`src/rtl/instr_sequencer_if.sv`:
```
// Signal bundle between the instruction sequencer and the instruction decoder / memory.
// The step_mode/step pair exists only when SINGLE_STEP_EN is defined.
interface instr_sequencer_if #(
  parameter int CNT_W = 16
);
  logic              run;
  logic [15:0]       instr_in;
  logic [15:0]       ir;
  logic              fe;
  logic              e1;
  logic              e2;
  logic              halted;
  logic [CNT_W-1:0]  instr_count;
`ifdef SINGLE_STEP_EN
  logic              step_mode;
  logic              step;

  modport master (
    input  run, instr_in, step_mode, step,
    output ir, fe, e1, e2, halted, instr_count
  );

  modport slave (
    output run, instr_in, step_mode, step,
    input  ir, fe, e1, e2, halted, instr_count
  );
`else
  modport master (
    input  run, instr_in,
    output ir, fe, e1, e2, halted, instr_count
  );

  modport slave (
    output run, instr_in,
    input  ir, fe, e1, e2, halted, instr_count
  );
`endif
endinterface

```
`src/rtl/instr_sequencer.sv`:
```
// Fetch/execute timing generator and instruction register feeding the decoder.
// Optional single-step support is compiled in with SINGLE_STEP_EN.
//
// state  | meaning
// HALT   | idle, waiting for run (or step); halted=1
// FETCH  | instruction memory word captured into ir; fe=1
// EXEC1  | first execute phase; decoder updates the PC; e1=1
// EXEC2  | second execute phase of memory-operand ops; e2=1
module instr_sequencer #(
  parameter bit AUTO_RUN = 1'b0,
  parameter int CNT_W    = 16
) (
  input  logic              clk,
  input  logic              reset,
  instr_sequencer_if.master bus
);

  typedef enum logic [1:0] {
    S_HALT  = 2'b00,
    S_FETCH = 2'b01,
    S_EXEC1 = 2'b10,
    S_EXEC2 = 2'b11
  } state_t;

  localparam state_t RST_STATE = AUTO_RUN ? S_FETCH : S_HALT;

  state_t             state_q, state_d;
  logic [15:0]        ir_q, ir_d;
  logic [CNT_W-1:0]   cnt_q, cnt_d;
  logic [4:0]         op;
  logic               two_phase;
  logic               go;
  state_t             retire_st;

  assign op = ir_q[15:11];

  // ADM 0001x, SBM 0011x, LDR 01110, LDA 110xx need a second execute cycle
  assign two_phase = (op[4:1] == 4'b0001) || (op[4:1] == 4'b0011) ||
                     (op == 5'b01110)     || (op[4:2] == 3'b110);

  always_comb begin
    go        = bus.run;
    retire_st = S_FETCH;
`ifdef SINGLE_STEP_EN
    go = bus.run | bus.step;
    if (bus.step_mode) retire_st = S_HALT;
`endif
  end

  always_comb begin
    state_d = state_q;
    ir_d    = ir_q;
    cnt_d   = cnt_q;
    case (state_q)
      S_HALT: begin
        if (go) state_d = S_FETCH;
      end
      S_FETCH: begin
        ir_d    = bus.instr_in;
        state_d = S_EXEC1;
      end
      S_EXEC1: begin
        if (op == 5'b00000) begin
          state_d = S_HALT;
        end else if (two_phase) begin
          state_d = S_EXEC2;
        end else begin
          state_d = retire_st;
          cnt_d   = cnt_q + CNT_W'(1);
        end
      end
      S_EXEC2: begin
        state_d = retire_st;
        cnt_d   = cnt_q + CNT_W'(1);
      end
      default: state_d = RST_STATE;
    endcase
  end

  always_ff @(posedge clk or posedge reset) begin
    if (reset) begin
      state_q <= RST_STATE;
      ir_q    <= 16'h0000;
      cnt_q   <= '0;
    end else begin
      state_q <= state_d;
      ir_q    <= ir_d;
      cnt_q   <= cnt_d;
    end
  end

  // Decoded straight from the state register so reset drops e1/e2 immediately
  assign bus.fe          = (state_q == S_FETCH);
  assign bus.e1          = (state_q == S_EXEC1);
  assign bus.e2          = (state_q == S_EXEC2);
  assign bus.halted      = (state_q == S_HALT);
  assign bus.ir          = ir_q;
  assign bus.instr_count = cnt_q;

endmodule

```
`src/flat_wrapper.sv`:
```
// flat-port wrapper written by rule: the top's interface ports become plain ports
module instr_sequencer_flat 
#(
  parameter bit AUTO_RUN = 1'b0,
  parameter int CNT_W    = 16
)
  (clk, reset, bus_run, bus_instr_in, bus_ir, bus_fe, bus_e1, bus_e2, bus_halted, bus_instr_count);
  instr_sequencer_if #(.CNT_W(CNT_W)) bus_i ();
  input  logic clk;
  input  logic reset;
  input wire logic [$bits(bus_i.run)-1:0] bus_run;
  input wire logic [$bits(bus_i.instr_in)-1:0] bus_instr_in;
  output wire logic [$bits(bus_i.ir)-1:0] bus_ir;
  output wire logic [$bits(bus_i.fe)-1:0] bus_fe;
  output wire logic [$bits(bus_i.e1)-1:0] bus_e1;
  output wire logic [$bits(bus_i.e2)-1:0] bus_e2;
  output wire logic [$bits(bus_i.halted)-1:0] bus_halted;
  output wire logic [$bits(bus_i.instr_count)-1:0] bus_instr_count;
  assign bus_i.run = bus_run;
  assign bus_i.instr_in = bus_instr_in;
  assign bus_ir = bus_i.ir;
  assign bus_fe = bus_i.fe;
  assign bus_e1 = bus_i.e1;
  assign bus_e2 = bus_i.e2;
  assign bus_halted = bus_i.halted;
  assign bus_instr_count = bus_i.instr_count;
  instr_sequencer #(.AUTO_RUN(AUTO_RUN), .CNT_W(CNT_W)) u_core (.clk(clk), .reset(reset), .bus(bus_i));
endmodule
```
`config.mk`:
```
export PLATFORM = sky130hd
export DESIGN_NAME = instr_sequencer_flat
export DESIGN_NICKNAME = d
export VERILOG_FILES = /design/src/rtl/instr_sequencer_if.sv /design/src/rtl/instr_sequencer.sv /design/src/flat_wrapper.sv
export SDC_FILE = /design/constraint.sdc
export NUM_CORES = 1
export LEC_CHECK = 0
export CAP_MARGIN = 20
export CORE_AREA = 2 2 61 63
export DETAILED_ROUTE_END_ITERATION = 6
export DIE_AREA = 0 0 63 65
export PLACE_DENSITY = 0.92
export SLEW_MARGIN = 20
export SYNTH_ARGS = -nofsm -noshare
export SYNTH_HDL_FRONTEND = slang
export SYNTH_SLANG_ARGS = --single-unit
```
`constraint.sdc`:
```
create_clock -name clk -period 3.77 [get_ports clk]
set_input_delay 0.754 -clock clk [delete_from_list [all_inputs] [get_ports clk]]
set_output_delay 0.754 -clock clk [all_outputs]
set_load 0.02 [all_outputs]
```
==> results of run 1 <==
==> per-layer routing <==
metal,track usage (%),vias to the layer above,share of wire [%],routed length (um)
li1,-,557,-,-
met1,21.20,552,44,1333
met2,26.99,30,48,1455
met3,3.993,5,5.6,167
met4,8.333,0,1.6,49
met5,0,-,0,0
==> sequential cells by signal (all words and copies together) (netlist names) <==
| register | flops |
|---|---|
| u_core.state_q | 2 |
| u_core.bus.ir | 16 |
| u_core.bus.instr_count | 16 |
==> cells by family after synthesis <==
group                    Yosys count
AND/OR/NAND/NOR                   37
flip-flops                        34
XOR/XNOR                          15
multiplexers                      15
AO/OA/AOI/OAI                     11
buffers and inverters             10
adder cells (fa/ha/maj)            5
==> cell usage in the layout (no fill, tap or decap) <==
master	netlist	layout
dfrtp_1	34	34
xor2_1	2	2
o21ai_0	4	4
inv_1	7	7
nor2b_1	1	1
nor3_1	1	1
clkbuf_1	2	2
clkbuf_4	0	5
o22ai_1	1	1
a211oi_4	1	1
a21oi_1	2	2
clkdlybuf4s50_1	0	54
buf_4	0	2
nand2b_1	2	2
nand3_1	4	4
nor2_1	3	3
a211o_1	1	1
nand3b_1	1	1
nand4_1	5	5
xnor2_1	13	13
mux2_2	15	15
nand2_1	10	10
a21oi_2	1	1
ha_1	5	5
a31oi_1	1	1
and3_1	4	4
and4_1	1	1
nand3_2	3	3
nor4_1	1	1
or3_1	1	1
==> report_power, final <==
| part | switching, mW | internal, mW |
|---|---|---|
| Sequential | 0.117 | 0.493 |
| Clock | 0.111 | 0.0703 |
| Combinational | 0.415 | 0.430 |
==> worst min path at each step <==
| stage | to | slack (ns) | cells past startpoint |
|---|---|---|---|
| floorplan | u_core.bus.instr_count[15] | 0.58 | 1 |
| global placement | u_core.bus.instr_count[15] | 0.47 | 1 |
| detailed placement | u_core.bus.instr_count[15] | 0.47 | 1 |
| CTS | u_core.bus.instr_count[15] | 0.50 | 1 |
| global route | u_core.bus.instr_count[15] | 0.52 | 1 |
| finish | u_core.bus.instr_count[15] | 0.49 | 1 |
==> through the flow <==
stage	util, %	power, mW	hold slack [ns]
global route	62.60	1.761	0.5163
floorplan	-	1.119	0.5811
global placement	61.31	1.452	0.4705
detailed placement	61.31	1.473	0.4748
CTS	62.60	1.658	0.4952
finish	62.60	1.636	0.4885
==> layout make-up <==
type	count	share of cell area (%)
clock buffers	7	2.058
inverters	7	1.201
multi-input cells	83	29.73
flip-flops and latches	34	38.88
well taps	48	2.744
repair buffers	56	25.39
==> out/results.ini, run 1 <==
[cells_and_area]
design_area_mm2=0.002188
final_cell_count_no_fill=235
regArea_um2=850.8
area_growth_pct=41.50
antenna_cells=0
fillCellCount=300
fin_nets=211
multiInputGateArea_um2=650.6
drive_gt1_share_pct=14.44

[route]
via_count=1144
vias_per_cell=4.868
first_pass_iters=4
wl_per_cell_um=12.79
detail-route-antenna-nets=0
drc=0
drt-total-wl_mm=3.006
initialDrtViolationCount=35

[critical_path]
r2r-start=u_core.state_q[0]
worst_path_dominant_cell_family=buffers and inverters
crit_path_end_kind=output pin
crit_required_ns=3.02
crit_path_end=bus_e1
path_cells=inv_1 -> ha_1 -> clkdlybuf4s50_1
cpPeakStageDelay_ns=0.66
worstRegToRegCells=6
reg2reg_to=u_core.bus.instr_count[1]
cp_num_cells=3
critPathLaunchType=flop
worstPathMaxFanout=7
r2r_slack_ns=1.61
arrival_ns=1.84
crit_path_top_delay_cell=clkdlybuf4s50_1
path_class=reg -> out
critical_path_buf_inv_count=2
startpoint=u_core.state_q[0]

[sta]
rsz0062_at_grt=no
tightest_slew_ns=0.7405
drv_slew=0
setup_viol=0
setup_slack_ns=1.172
slew_headroom_pct=50.48
report.final.hold_viol_count=0
fmax_mhz=385.0
fin_skew_ns=0.009311
finalCritPeriodShare_pct=68.90
fin_setup_tns_ns=0
layout_min_cycle_time_ns=2.598

[clocking]
cts_tree=done
post_cts_resized=0
post_cts.repair.setup_buffers=0
hold_buffers=0
clkTransAtPathRegs_ns=0.10
cts.sinks=34
clk_path_buf_depth=2
cts_root_buf=clkbuf_4
htree_levels=2
cts_buffers=5
clkLatencyLatePin_ns=0.32

[status]
outcome=finished clean

[synthesis]
synth_top_family_by_area=simple AND/OR/NAND/NOR gates
netlist_area_mm2=0.001546
synth_edf_count=0
yosys-top-cells-count=34 x dfrtp_1, 15 x mux2_2, 13 x xnor2_1
async_flop_share_pct=100.0
synth-adder-area-share_pct=4.045
synth-compound-area-share_pct=5.178
yosys.area_share.simple_pct=13.43
syn_area_per_cell_um2=12.18
synth_top_area_cell=dfrtp_1
synth_xor_area_share_pct=8.495
synthMuxAreaShare_pct=10.92
ys.warnings.count=0
syn_nets=151
ys_seq_area_share_pct=55.02
ys_ff_latch=34
synth_ff_type=dfrtp_1
synth_area_leaders=dfrtp_1 55%, mux2_2 11%, xnor2_1 7.4%, ha_1 4.0%, nand2_1 2.4%
synth_cells=127
netlist.area_leader.share_pct=55.02
synth_cell_types=28
synth.most_common_cell=dfrtp_1

[placement]
globalplace.congestion=0.7525
place_hpwl_mm=2.221
placed_cells=228
portBuffers=54
dpl-instance-area_mm2=0.002143
pre_cts_ws_ns=1.527

[die]
coreArea_mm2=0.003496
io_pins=55
start_util_pct=44.24
die_h_um=65
die-width_um=63
dieArea_mm2=0.004095
rows=22

[pwr]
leakage_nw=0.9226
irDropWorstVdd_uv=329.7
power.density_mw_per_mm2=747.8

[global_route]
grt_pass1_wl_mm=5.292
first_global_vias=1157
grt_max_degree=35
antenna_found_initial=0
overflow=0
gr-usage-all-layers_pct=16.77

[min_path]
hold_path_startpoint=u_core.bus.instr_count[15]
hold_path_class=reg -> reg

[job]
max_cap_violations=0

Power figures use the tool's default switching activity.
==> run 2: changes to the inputs <==
CORE_AREA = 2 2 63 65   (was 2 2 61 63)
DIE_AREA = 0 0 65 67   (was 0 0 63 65)
PLACE_DENSITY = 0.88   (was 0.92)
clock period = 2.5 ns   (was 3.77 ns; I/O delays follow)
==> run 2 against run 1 <==
  * Clock-buffer cell count decreased by 1
  * Sequential cell count unchanged
  * Critical path depth unchanged
  * Largest cell class unchanged
==> out/results.ini, run 2 (synthesized netlist as in run 1, its figures left out) <==
[status]
outcome=finished clean  ; unchanged

[cells_and_area]
drive_gt1_share_pct=15.51  ; was 14.44%
area_growth_pct=44.42  ; was 41.50%
final_cell_mix=54 x clkdlybuf4s50_1, 34 x dfrtp_1, 15 x mux2_2, 13 x xnor2_1, 10 x nand2_1  ; unchanged
fillCellCount=289  ; was 300
final_cell_count_no_fill=235  ; unchanged
fin_nets=212  ; was 211
final_common_cell=clkdlybuf4s50_1  ; unchanged
antenna_cells=0  ; unchanged

[critical_path]
cpPeakStageDelay_ns=0.67  ; was 0.66 ns
critical_path_buf_inv_count=2  ; unchanged
startpoint=u_core.state_q[0]  ; unchanged
arrival_ns=1.75  ; was 1.84 ns
crit_path_end_kind=output pin  ; unchanged
worstRegToRegCells=8  ; was 6
critPathLaunchType=flop  ; unchanged
worstPathMaxFanout=7  ; unchanged
path_cells=inv_1 -> ha_1 -> clkdlybuf4s50_1  ; unchanged
crit_path_top_delay_cell=clkdlybuf4s50_1  ; unchanged
r2r-start=u_core.state_q[0]  ; unchanged
crit_required_ns=2.00  ; was 3.02 ns
cp_num_cells=3  ; unchanged
worst_path_dominant_cell_family=buffers and inverters  ; unchanged
path_class=reg -> out  ; unchanged

[job]
max_cap_violations=0  ; unchanged

[clocking]
post_cts.repair.setup_buffers=0  ; unchanged
cts_root_buf=clkbuf_8  ; was clkbuf_4
post_cts_resized=0  ; unchanged
clk_path_buf_depth=2  ; unchanged
hold_buffers=0  ; unchanged
cts_tree=done  ; unchanged
cts.sinks=34  ; unchanged
htree_levels=2  ; unchanged
clkTransAtPathRegs_ns=0.06  ; was 0.10 ns
clkLatencyLatePin_ns=0.28  ; was 0.32 ns
cts_buffers=5  ; unchanged

[die]
rows=22  ; unchanged
die_h_um=67  ; was 65 um
dieArea_mm2=0.004355  ; was 0.004095 mm2
start_util_pct=42.89  ; was 44.24%
coreArea_mm2=0.003606  ; was 0.003496 mm2
die-width_um=65  ; was 63 um
io_pins=55  ; unchanged

[global_route]
overflow=0  ; unchanged
gr-usage-all-layers_pct=15.98  ; was 16.77%
antenna_found_initial=0  ; unchanged
grt_pass1_wl_mm=5.181  ; was 5.292 mm
first_global_vias=1139  ; was 1157
grt_max_degree=35  ; unchanged

[min_path]
hold_path_startpoint=u_core.bus.instr_count[15]  ; unchanged
hold_depth=1  ; unchanged
hold_path_class=reg -> reg  ; unchanged

[pwr]
power.density_mw_per_mm2=1165  ; was 747.8 mW/mm2
irDropWorstVdd_uv=505.5  ; was 329.7 uV
leakage_nw=0.9456  ; was 0.9226 nW

[sta]
drv_slew=0  ; unchanged
layout_min_cycle_time_ns=2.247
setup_viol=0  ; unchanged
fmax_mhz=445.0
fin_skew_ns=0.003578  ; was 0.009311 ns
report.final.hold_viol_count=0  ; unchanged
fin_setup_tns_ns=0  ; unchanged
holdWs_ns=0.4723  ; was 0.4885 ns
finalCritPeriodShare_pct=89.90
slew_headroom_pct=61.60  ; was 50.48%
tightest_slew_ns=0.5741  ; was 0.7405 ns
rsz0062_at_grt=no  ; unchanged

[route]
first_pass_iters=4  ; unchanged
initialDrtViolationCount=73  ; was 35
via_count=1154  ; was 1144
detail-route-antenna-nets=0  ; unchanged
drt-total-wl_mm=3.052  ; was 3.006 mm
wl_per_cell_um=12.99  ; was 12.79 um
drc=0  ; unchanged
vias_per_cell=4.911  ; was 4.868

[placement]
globalplace.congestion=0.7789  ; was 0.7525
placed_cells=229  ; was 228
portBuffers=54  ; unchanged
place_hpwl_mm=2.269  ; was 2.221 mm

[run 2: cell types whose count changed in the layout (fill, tap and decap cells not counted), sizes merged]
cell / change
clkbuf: -1
buf: +1
[run 2: per-layer routing]
layer	wire length (um)	global-route usage (%)
met2	1453	26.80
met3	267	6.081
met4	44	7.181
met1	1287	18.05
met5	0	0
[run 2: worst register-to-register path, cell delays in order, from the launching register on]
cell	delay, ns
dfrtp_1	0.37
inv_1	0.08
ha_1	0.29
nand3b_1	0.12
a21oi_1	0.07
a211oi_4	0.54
buf_4	0.25
nand4_1	0.11
xnor2_1	0.14
[run 2: layout make-up]
cell class | count | area [um2] | area share, %
flip-flops and latches | 34 | 850.8 | 38.10
multi-input cells | 83 | 650.6 | 29.13
repair buffers | 57 | 563.0 | 25.21
clock buffers | 6 | 82.58 | 3.697
well taps | 48 | 60.06 | 2.689
inverters | 7 | 26.28 | 1.176
[run 2: worst paths after layout]
check / endpoint / slack, ns
worst max-delay path: bus_e1 / 0.25
worst min-delay path: u_core.bus.instr_count[15] / 0.47
worst max register to register: u_core.bus.instr_count[6] / 0.43
worst min register to register: u_core.bus.instr_count[15] / 0.47
max in group asynchronous: u_core.bus.instr_count[12] / 1.59
min in group asynchronous: u_core.bus.ir[5] / 0.61
[run 2: stage by stage]
step	setup WS, ns	power [mW]	area, um2	util [%]
finish	0.2526	2.603	2233	61.94
global route	0.1357	2.789	2233	61.94
global placement	0.5136	2.206	2151	59.65
floorplan	0.6891	1.687	1546	-
detailed placement	0.4282	2.239	2151	59.65
CTS	0.2347	2.641	2233	61.94
[run 2: report_power, final]
group / leakage, nW / internal, mW / switching [mW] / total (mW)
Combinational: 0.475 / 0.661 / 0.631 / 1.29
Clock: 0.0431 / 0.212 / 0.181 / 0.393
Sequential: 0.427 / 0.746 / 0.173 / 0.919
==> edit 1 (settings of run 1) <==
`CNT_W` is set to 16 in 3 places; all go to 18.
--- a/src/rtl/instr_sequencer_if.sv
+++ b/src/rtl/instr_sequencer_if.sv
@@ -2,5 +2,5 @@
 // The step_mode/step pair exists only when SINGLE_STEP_EN is defined.
 interface instr_sequencer_if #(
-  parameter int CNT_W = 16
+  parameter int CNT_W = 18
 );
   logic              run;
--- a/src/rtl/instr_sequencer.sv
+++ b/src/rtl/instr_sequencer.sv
@@ -9,5 +9,5 @@
 module instr_sequencer #(
   parameter bit AUTO_RUN = 1'b0,
-  parameter int CNT_W    = 16
+  parameter int CNT_W    = 18
 ) (
   input  logic              clk,
--- a/src/flat_wrapper.sv
+++ b/src/flat_wrapper.sv
@@ -3,5 +3,5 @@
 #(
   parameter bit AUTO_RUN = 1'b0,
-  parameter int CNT_W    = 16
+  parameter int CNT_W    = 18
 )
   (clk, reset, bus_run, bus_instr_in, bus_ir, bus_fe, bus_e1, bus_e2, bus_halted, bus_instr_count);
Interface: changed (resized bus_instr_count); port bits go from 55 to 57. The function was not compared with the original's and may differ.
==> edit 1 against run 1 <==
Largest cell class unchanged. Via count increased by 9.7%. Routed wire length increased by 18%. Count of clock-buffer cells in the layout unchanged. Power increased by 9.1%. Synthesized area increased by 8.3%. Sequential power increased by 3%. Design area increased by 9.3%. Sequential cell count increased by 2. Combinational power increased by 2%. Worst setup slack got worse by 0.067 ns.
==> edit 1: results (changes against run 1) <==
Layout
  – Bufs w/o clock: 58 (+3.6%)
  – Area Overhead vs Synth: 42.7%
  – Post-route insts no fill: 251 (+6.8%)
  – Seq Cell Count: 36 (+5.9%)
  – Share of layout cells above drive strength 1: 0.153 (+0.00832)
  – # fillers: 274 (-8.7%)
  – Max reg flops: 18
  – Final-layout clock-cell area share: 0.0398 (+0.0192)
  – Area of the multi-input gates: 733 um2 (+13%)
  – Non-clk invs: 7 (unchanged)
  – Multi-input logic cell count: 94 (+13%)
  – Fin nets: 226 (+7.1%)
  – Signal buf overhead: 0.241 (-0.0131)
  – Sequential cell area share: 0.377 (-0.0120)

Synthesis
  – Synth area leaders: dfrtp_1 (54%), mux2_2 (10%), xnor2_1 (4.7%)
  – Post-Syn Nets: 164 (+8.6%)
  – Synthesized instance count: 140 (+10%)
  – Syn. warnings: 0 (unchanged)
  – Synth unique cells: 32 (+14%)
  – Top cells by count, synth: dfrtp_1 (36), mux2_2 (15), nand2_1 (13)
  – Synthesized area: 1680 um2 (+8.3%)
  – Post-synthesis sequential area ratio: 0.538 (-0.0124)

Route
  – DR vias/cell: 5.00 (+2.7%)
  – Met3 wire length: 130 um (-22%)
  – Routed length per instance: 14.2 um (+11%)
  – M1 WL: 1610 um (+21%)
  – DRT iter0 DRCs: 83 (+140%)
  – Met2 wire length: 1760 um (+21%)
  – Top routing layer in use: met4

Power and ir drop
  – Clk. pwr: 0.297 mW (+64%)
  – Peak supply drop: 0.477 mV (+45%)
  – Psw: 0.669 mW (+4.1%)
  – Overall power: 1.79 mW (+9.1%)
  – Power share of the sequential group: 0.351 (-0.022)
  – Lkg Pwr: 1.04 nW (+13%)

Global route
  – First-pass GRT wire length: 5990 um (+13%)
  – Met2 Usage GRT: 0.319 (+0.0492)
  – Tot GR Track Use: 0.189 (+0.0213)
  – Grt met3 use: 0.0365 (-0.00347)
  – Vias in the first global route: 1,253 (+8.3%)
  – Met1 Use GR: 0.241 (+0.0295)
  – Largest net degree at the start of global routing: 28 (-20%)

STA
  – Hold slack: 0.490 ns (+0.00125 ns)
  – Slew headroom: 0.363 (-0.142)
  – Worst Skew: 0.0105 ns (+0.00116 ns)

Critical path
  – Worst R2R Path Depth: 7 (+1)
  – Arrival time worst endpoint: 1.91 ns (+0.07 ns)
  – Worst-path maximum fanout: 8 (+1)
  – R2r setup slk: 1.81 ns (+0.20 ns)
  – CP peak stage delay: 0.68 ns (+0.02 ns)
  – Reg-to-Reg End: u_core.bus.instr_count[12]

Status
  – Status: completed

Placed design
  – Post-DP HPWL: 2590 um (+17%)
  – Placer Congestion: 0.786 (+4.5%)
  – Placement Cell Area: 2300 um2 (+7.1%)
  – Dpl cells: 243 (+6.6%)
  – Buffers on Ports: 56 (+3.7%)
  – Setup Slack @ Placement: 1.47 ns (-0.0544 ns)

Clock tree
  – Skew-Pair Late Insertion Delay: roughly 0.33 ns
  – CTS root buf: clkbuf_4
edit 1: changes by cell type after synthesis, moves of 3 or more:
cell / before / now
nand2_1: 10 / 13
nand3_2: 3 / 0
nor2_1: 3 / 6
xnor2_1: 13 / 9
xor2_1: 2 / 8
edit 1: worst min-delay path by stage:
stage	cells past startpoint	start	to
4_1_cts	1	u_core.bus.instr_count[17]	u_core.bus.instr_count[17]
2_1_floorplan	1	u_core.bus.instr_count[17]	u_core.bus.instr_count[17]
3_3_place_gp	1	u_core.bus.instr_count[17]	u_core.bus.instr_count[17]
5_1_grt	1	u_core.bus.instr_count[17]	u_core.bus.instr_count[17]
6_report	1	u_core.bus.instr_count[17]	u_core.bus.instr_count[17]
3_5_place_dp	1	u_core.bus.instr_count[17]	u_core.bus.instr_count[17]
edit 1: kinds of logic after synthesis:
kind of cell               synth area share
and+or+nand+nor                       0.161
DFF                                   0.538
xor gates and xnor gates             0.0889
muxes                                 0.101
AOI/OAI and AO/OA                    0.0500
buffers and inverters                0.0246
adders and majority gates            0.0373
==> edit 2 (config.mk and constraints of run 1) <==
Made on the original files. Make the reset (`reset`) synchronous in one clocked block.
--- a/src/rtl/instr_sequencer.sv
+++ b/src/rtl/instr_sequencer.sv
@@ -78,5 +78,5 @@
   end
 
-  always_ff @(posedge clk or posedge reset) begin
+  always_ff @(posedge clk) begin
     if (reset) begin
       state_q <= RST_STATE;
Formal check against the unedited RTL: differs if reset is asserted again (counterexample within 4 cycles, from zero or initial values and one cycle with reset high); with reset held inactive, the same outputs for 10 cycles.
==> edit 2 against run 1 <==
Routed wire length increased by 21%. Via count increased by 31%. Synthesized area increased by 4.4%. Design area increased by 2.1%. Worst setup slack got worse by 0.028 ns. Sequential cell count unchanged. Largest cell class is now multi-input gates. Highest routed layer unchanged.
Power is not compared: it rests on default switching activity, and its combinational part moved more than twofold at a synthesized area within 25%.
==> edit 2: results (changes against run 1) <==
Global route
  – Tot GR Track Use: 0.187 (+0.0189)
  – Met2 Usage GRT: 0.327 (+0.0572)
  – Grt met3 use: 0.0851 (+0.0451)
  – Met1 Use GR: 0.200 (-0.0120)
  – First-pass GRT wire length: 6000 um (+13%)
  – Vias in the first global route: 1,393 (+20%)

Route
  – DR vias/cell: 5.39 (+11%)
  – Top routing layer in use: met4
  – Drt pass-1 iters: 4 (unchanged)
  – Met3 wire length: 328 um (+96%)
  – DRT iter0 DRCs: 89 (+150%)
  – Routed length per instance: 13.0 um (+1.9%)
  – WL final: 3620 um (+21%)
  – M1 WL: 1490 um (+12%)
  – Met2 wire length: 1750 um (+21%)

STA
  – Max Freq: 0.381 GHz (-1.1%)
  – Worst Skew: 0.0124 ns (+0.00313 ns)
  – Final Hold Fails: 0 (unchanged)
  – Worst-margin pin slew: 0.654 ns (-0.0862 ns)

Critical path
  – Worst path slowest cell: clkdlybuf4s50_1
  – Crit path max-delay family: buffers and inverters
  – Reg-to-Reg End: u_core.bus.instr_count[3]
  – Crit Reg-Reg Startpoint: u_core.bus.ir[14]
  – Critical path launch point: u_core.state_q[1]
  – Arrival time worst endpoint: 1.87 ns (+0.03 ns)
  – Worst-path maximum fanout: 19 (+12)
  – R2r setup slk: 1.75 ns (+0.14 ns)
  – Worst R2R Path Depth: 5 (-1)
  – Critical Path Sink: bus_fe

Synthesis
  – Top cells by count, synth: dfxtp_1 (34), nor2_1 (20), mux2i_1 (18)
  – Synth area leaders: dfxtp_1 (42%), mux2i_1 (11%), a21oi_1 (4.7%)
  – Post-Syn Nets: 201 (+33%)
  – Synthesized instance count: 177 (+39%)
  – Synth unique cells: 31 (+11%)
  – Synth async-reset ratio: 0 (-1.00)
  – Post-synthesis sequential area ratio: 0.422 (-0.128)
  – Syn. warnings: 0 (unchanged)

Layout
  – Fin nets: 253 (+20%)
  – Fin util: 0.639 (+0.0132)
  – # fillers: 313 (+4.3%)
  – Diodes inserted: 0 (unchanged)
  – Share of layout cells above drive strength 1: 0.0609 (-0.0835)

Clock tree
  – # resized after CTS: 0 (unchanged)
  – CTS Buf Count: 5 (unchanged)
  – Max clock buf depth: 2 (unchanged)
  – CTS H-tree depth: 2 (unchanged)
  – Skew-Pair Late Insertion Delay: 0.35 ns (+0.03 ns)
  – # Post-CTS Setup Buffers: 0 (unchanged)

Power and ir drop
  – Lkg Pwr: 0.782 nW
  – Peak supply drop: approximately 0.25 mV

Placed design
  – Placement Cell Area: 2170 um2 (+1.3%)
  – Post-DP HPWL: 2580 um (+16%)
  – Dpl cells: 270 (+18%)
  – Setup Slack @ Placement: 1.51 ns (-0.0144 ns)
  – Placer Congestion: 0.727 (-3.4%)

Min path
  – Worst hold path class: reg -> reg

Status
  – Status: completed
[edit 2: kinds of logic after synthesis]
family,Yosys count,synth area share
AOI/OAI and AO/OA,37,0.147
xor gates and xnor gates,1,0.00543
adders and majority gates,5,0.0388
buffers and inverters,15,0.0457
DFF,34,0.422
muxes,18,0.112
and+or+nand+nor,67,0.230
[edit 2: final cells by class]
cell class,instances,share of cell area
Inverter,4,0.00672
Tap cell,48,0.0269
Timing Repair Buffer,56,0.249
Sequential cell,34,0.305
Clock inverter,2,0.00560
Clock buffer,6,0.0230
Multi-Input combinational cell,128,0.385
[edit 2: power groups by stage]
stage	Clock, mW	Combinational (mW)	Sequential [mW]
6_report	0.220	0.189	0.396
5_1_grt	0.239	0.205	0.399
4_1_cts	0.225	0.193	0.397
3_5_place_dp	0	0.192	0.404
3_3_place_gp	0	0.186	0.404
2_1_floorplan	0	0.0953	0.423
[edit 2: worst min path at each step]
| stage | from | end | slack [ns] | depth (start not counted) |
|---|---|---|---|---|
| global placement | u_core.bus.instr_count[15] | u_core.bus.instr_count[15] | 0.46 | 2 |
| finish | u_core.bus.instr_count[15] | u_core.bus.instr_count[15] | 0.48 | 2 |
| detailed placement | u_core.bus.instr_count[15] | u_core.bus.instr_count[15] | 0.47 | 2 |
| CTS | u_core.bus.instr_count[15] | u_core.bus.instr_count[15] | 0.49 | 2 |
| floorplan | u_core.state_q[1] | u_core.state_q[1] | 0.47 | 2 |
| global route | u_core.bus.instr_count[15] | u_core.bus.instr_count[15] | 0.53 | 2 |
[edit 2: tightest hold or removal path, stage by stage (launching register included)]
cell and delay [ns]:
dfxtp_1 0.34, o31ai_1 0.06, a21oi_1 0.05
